==> config.mk <==
export PLATFORM = sky130hd
export DESIGN_NAME = niios_qsys_sysid_timeout_cnt
export DESIGN_NICKNAME = d
export VERILOG_FILES = /design/src/rtl/niios_qsys_sysid_timeout_cnt.sv
export SDC_FILE = /design/constraint.sdc
export NUM_CORES = 1
export LEC_CHECK = 0
export ABC_AREA = 1
export CAP_MARGIN = 20
export CORE_AREA = 5 5 42 44
export DETAILED_ROUTE_END_ITERATION = 16
export DIE_AREA = 0 0 47 49
export GPL_TIMING_DRIVEN = 0
export PLACE_DENSITY = 0.76
export SLEW_MARGIN = 20
export SYNTH_ARGS = -nofsm -noshare
export SYNTH_HDL_FRONTEND = slang
export SYNTH_SLANG_ARGS = --single-unit
==> constraint.sdc <==
create_clock -name i_clock -period 1.67 [get_ports i_clock]
set_input_delay 0.501 -clock i_clock [delete_from_list [all_inputs] [get_ports i_clock]]
set_output_delay 0.501 -clock i_clock [all_outputs]
set_load 0.01 [all_outputs]
==> src/rtl/niios_qsys_sysid_timeout_cnt.sv <==
// rtl/niios_qsys_sysid_timeout_cnt.sv - loadable up-counter with clear and terminal count
//
// Purpose: measures cycles spent on one sysid read attempt.
// Ports:
//   i_clock, i_reset   clock, asynchronous active-high reset
//   i_clear            force count to zero (highest priority)
//   i_load/value       load an arbitrary count
//   i_enable           increment by one
//   o_terminal         count equals TERMINAL
module niios_qsys_sysid_timeout_cnt #(
  parameter int unsigned       WIDTH    = 8,
  parameter logic [WIDTH-1:0]  TERMINAL = '1
) (
  input  logic             i_clock,
  input  logic             i_reset,
  input  logic             i_clear,
  input  logic             i_load,
  input  logic [WIDTH-1:0] i_load_value,
  input  logic             i_enable,
  output logic             o_terminal
);

  localparam logic [WIDTH-1:0] ONE = {{(WIDTH-1){1'b0}}, 1'b1};

  logic [WIDTH-1:0] r_count;

  always_ff @(posedge i_clock or posedge i_reset) begin
    if (i_reset) begin
      r_count <= '0;
    end else if (i_clear) begin
      r_count <= '0;
    end else if (i_load) begin
      r_count <= i_load_value;
    end else if (i_enable) begin
      r_count <= r_count + ONE;
    end
  end

  assign o_terminal = (r_count == TERMINAL);

endmodule

-- Yosys cells after proc, flatten, opt, wreduce, memory -nomap -nowiden
Index checks and enable logic that the tools add are counted.
- bits in registers: 8
- word-level logic and storage cells: 7
- input port bits: 13
- reductions and logical operators: 1
- add/sub/neg operators: 1
- multiplexer cells: 3
- equality and inequality tests: 1
- operator list (operator ; count):
    $mux W8 ; 3
    $add A8 B1 Y8 const B ; 1
    $eq A8 B8 Y1 const B ; 1
    $reduce_bool A3 Y1 ; 1

-- Depth between registers and ports, before layout
- depth after elaboration: 4
- depth in mapped cells: 8
- depth with buffers taken out: 8

-- Worst setup path after synthesis
No wires, ideal clock.
- path type: register -> output
- from: register r_count[0]
- to: output o_terminal
- slack: 129 ps
- cell stages (with the launch flop): 6
- arrival time: 1040 ps
- required time: 1169 ps
- cell sequence: dfrtp_1 > ha_1 > nand2_1 > nor2_2 > nand2_1 > nor3_1
- longest elaborated chain between the ends: 1
- RTL lines (item ; line ; source):
    start: declaration ; 25 ; logic [WIDTH-1:0] r_count;
    start signal: assignment ; 33 ; r_count <= i_load_value;
    start signal: assignment ; 35 ; r_count <= r_count + ONE;
    $eq A8 B8 Y1 ; 39 ; assign o_terminal = (r_count == TERMINAL);
    end: declaration ; 20 ; output logic o_terminal
No other way between the ends.

-- Worst setup path after layout
Ends and elaborated chain as after synthesis.

==> run_results.csv <==
group,metric,value,unit
outcome,outcome,"complete, but fails checks",
outcome,violations,"negative setup slack",
sta,hold_violations,0,
min_path,worstHoldPathType,"primary input to asynchronous set/reset pin",
clock_network,clk_path_buf_depth,2,
floorplan,core,1400,um^2
placed_design,dp.cells,114,
routing,drc,0,
sta,skew,0.000526,ns
global_route,grtUsageTotal,12.5,%
sta,fin_crit,1.78,ns
sta,max_slew_margin,76.1,%
sta,whs,0.493,ns
floorplan,die_w,47,um
global_route,grt_max_degree,11,
sta,fmax,562,MHz
cells_and_area,fin_cells,121,
cells_and_area,mostFrequentLayoutCells,"28 x nand2_1, 18 x nor2_1, 12 x clkdlybuf4s50_1",
synth,ys_warn_count,0,
critical_path,cp_common_cell,"nand2_2",
power,p_seq_share,46.5,%
clock_network,cts_buffers,3,
routing,wl,1270,um
cells_and_area,regArea,200,um^2
global_route,overflow,0,
floorplan,dieArea,2300,um^2
synth,seq_area_frac_synth,36.4,%
cells_and_area,layout-drive-gt1-share,16.2,%
power,p_comb_share,22.9,%
critical_path,crit_arrival,1.28,ns
clock_network,holdBufCountCts,0,
routing,postRouteAntennaNets,0,
synth,synth_area,551,um^2
clock_network,tritoncts,"yes",
routing,firstDrtPassIters,4,
critical_path,cpPeakStageDelay,0.36,ns
critical_path,cp-start-kind,"flip-flop",
global_route,antenna_found_initial,0,
floorplan,start_util,39.3,%
floorplan,die_height,49,um
placed_design,dpl.hpwl,914,um
routing,drtIter0Drc,3,
clock_network,cts.sink_count,8,
critical_path,endpoint_kind,"output pin",
power,switchingPower,137,uW
power,clockPowerShare,30.7,%
run,maxCapViolCount,0,
placed_design,numPortBuffers,13,
synth,syn_nets,99,
routing,viasPerCell,4.80,
cells_and_area,multi_input_area,327,um^2
sta,timing.final.ws_setup,-0.109,ns
global_route,grt_pass1_vias,532,
power,p_leak,0.372,nW
synth,synth_area_per_cell,6.48,um^2
power,power_density,638,nW/um^2
synth,syn_inst,85,
power,intPower,351,uW
cells_and_area,final_common_cell,"nand2_1",
clock_network,path_clk_slew,0.05,ns
cells_and_area,fill_cells,150,
power,power,489,uW
sta,rsz0062_at_grt,"yes",
sta,worstMarginPinSlew,0.359,ns
critical_path,rrSetupSlack,0.33,ns
critical_path,path_cells,"ha_2 > nand2_2 > nor2_4 > nand2_2 > nor3_2 > buf_2",
critical_path,crit_type,"flip-flop to output pin",
routing,via_count,581,
power,vdd_drop_max,0.400,mV
sta,maxSlewViolCount,0,
placed_design,place_ws,-0.362,ns
placed_design,place_congestion,0.781,
critical_path,crit_fanout,2,
cells_and_area,area_growth,39.1,%
clock_network,root_buffer,"clkbuf_4",
cells_and_area,fin_nets,121,
routing,wire_per_inst,10.5,um
clock_network,htreeDepth,1,
cells_and_area,diodes,0,
power,p_sw_share,28.1,%
sta,tns,-0.109,ns
placed_design,dpl-instance-area,701,um^2
cells_and_area,registers.top_by_ff_count,"r_count",
floorplan,num_rows,14,
synth,synth_cell_types,17,
synth,synth-seq-cells,8,
clock_network,clock_latency,0.26,ns
cells_and_area,finalInstanceArea,766,um^2
critical_path,cp.required,1.17,ns
cells_and_area,reg.largest.list,"r_count: 8 flops",
global_route,grt_first_pass_wirelength,2090,um
sta,setup-violations-final,1,
sta,period_share,107,%
cells_and_area,postLayoutCoreUtil,54.6,%
floorplan,ios,14,
critical_path,cpMaxStageDelayCell,"dfrtp_1",
cells_and_area,largest_reg_flops,8,
-- synthesized netlist by cell type --
cell | n | area (um^2)
o31ai_1 | 1 | 7.51
o21ai_2 | 1 | 8.76
dfrtp_1 | 8 | 200
nand2_2 | 1 | 6.26
o21ai_0 | 1 | 5.00
nor2_2 | 1 | 6.26
o22ai_1 | 1 | 6.26
nand3_1 | 7 | 35.0
inv_1 | 7 | 26.3
buf_6 | 1 | 11.3
ha_1 | 1 | 12.5
xor2_1 | 3 | 26.3
inv_2 | 1 | 3.75
nor2_1 | 18 | 67.6
o21ai_1 | 2 | 10.0
nor3_1 | 1 | 5.00
nand2_1 | 30 | 113
-- cell families after synthesis --
| logic type | count (synthesis) | share of synthesized area (%) |
|---|---|---|
| compound gates | 6 | 6.82 |
| xor+xnor | 3 | 4.77 |
| fa+ha+maj | 1 | 2.27 |
| buf+inv | 9 | 7.50 |
| flops | 8 | 36.4 |
| simple gates | 58 | 42.3 |
-- layout make-up --
type                    instances  area share (%)
repair buffers                 17            20.3
flip-flops and latches          8            26.1
multi-input cells              68            42.6
plain buffers                   1            1.47
clock buffers                   3            2.94
inverters                       8            3.92
well taps                      16            2.61
-- path summary, 6_finish.rpt --
check,from,endpoint,cells past startpoint
max reg2reg,r_count[0],r_count[4],8
min,i_reset,r_count[6],2
min in group i_clock,r_count[7],r_count[7],2
min reg2reg,r_count[7],r_count[7],2
max,r_count[0],o_terminal,6
max in group asynchronous,i_reset,r_count[3],2
-- what timing repair did --
item	in CTS	in global routing
pin swaps	1	1
gates resized for setup	6	3
endpoints found under the hold margin	0	0
endpoints found under the setup margin	1	1
buffers inserted	3	1
-- power groups by stage --
| stage | Clock, mW | Combinational [mW] | Sequential (mW) |
|---|---|---|---|
| 6_report | 0.150 | 0.112 | 0.227 |
| 5_1_grt | 0.168 | 0.125 | 0.230 |
| 4_1_cts | 0.157 | 0.110 | 0.226 |
| 3_5_place_dp | 0 | 0.0988 | 0.231 |
| 3_3_place_gp | 0 | 0.0961 | 0.231 |
| 2_1_floorplan | 0 | 0.0572 | 0.227 |
-- critical path: cells and delay by family (launching register included) --
kind / cells / cell delay, ns
flip-flops: 1 / 0.36
AND/OR/NAND/NOR: 4 / 0.32
buffers and inverters: 1 / 0.14
adder cells (fa/ha/maj): 1 / 0.19
-- metal layers --
metal  part of all wire, %  up-vias  track usage, %  wire [um]
met5                     0        -               0          0
li1                      -      307               -          -
met1                    44      255            15.0        555
met3                   6.2        3            1.11         78
met4                   2.3        0            11.1         29
met2                    48       16            18.8        604
(Power assumes the default switching activity.)
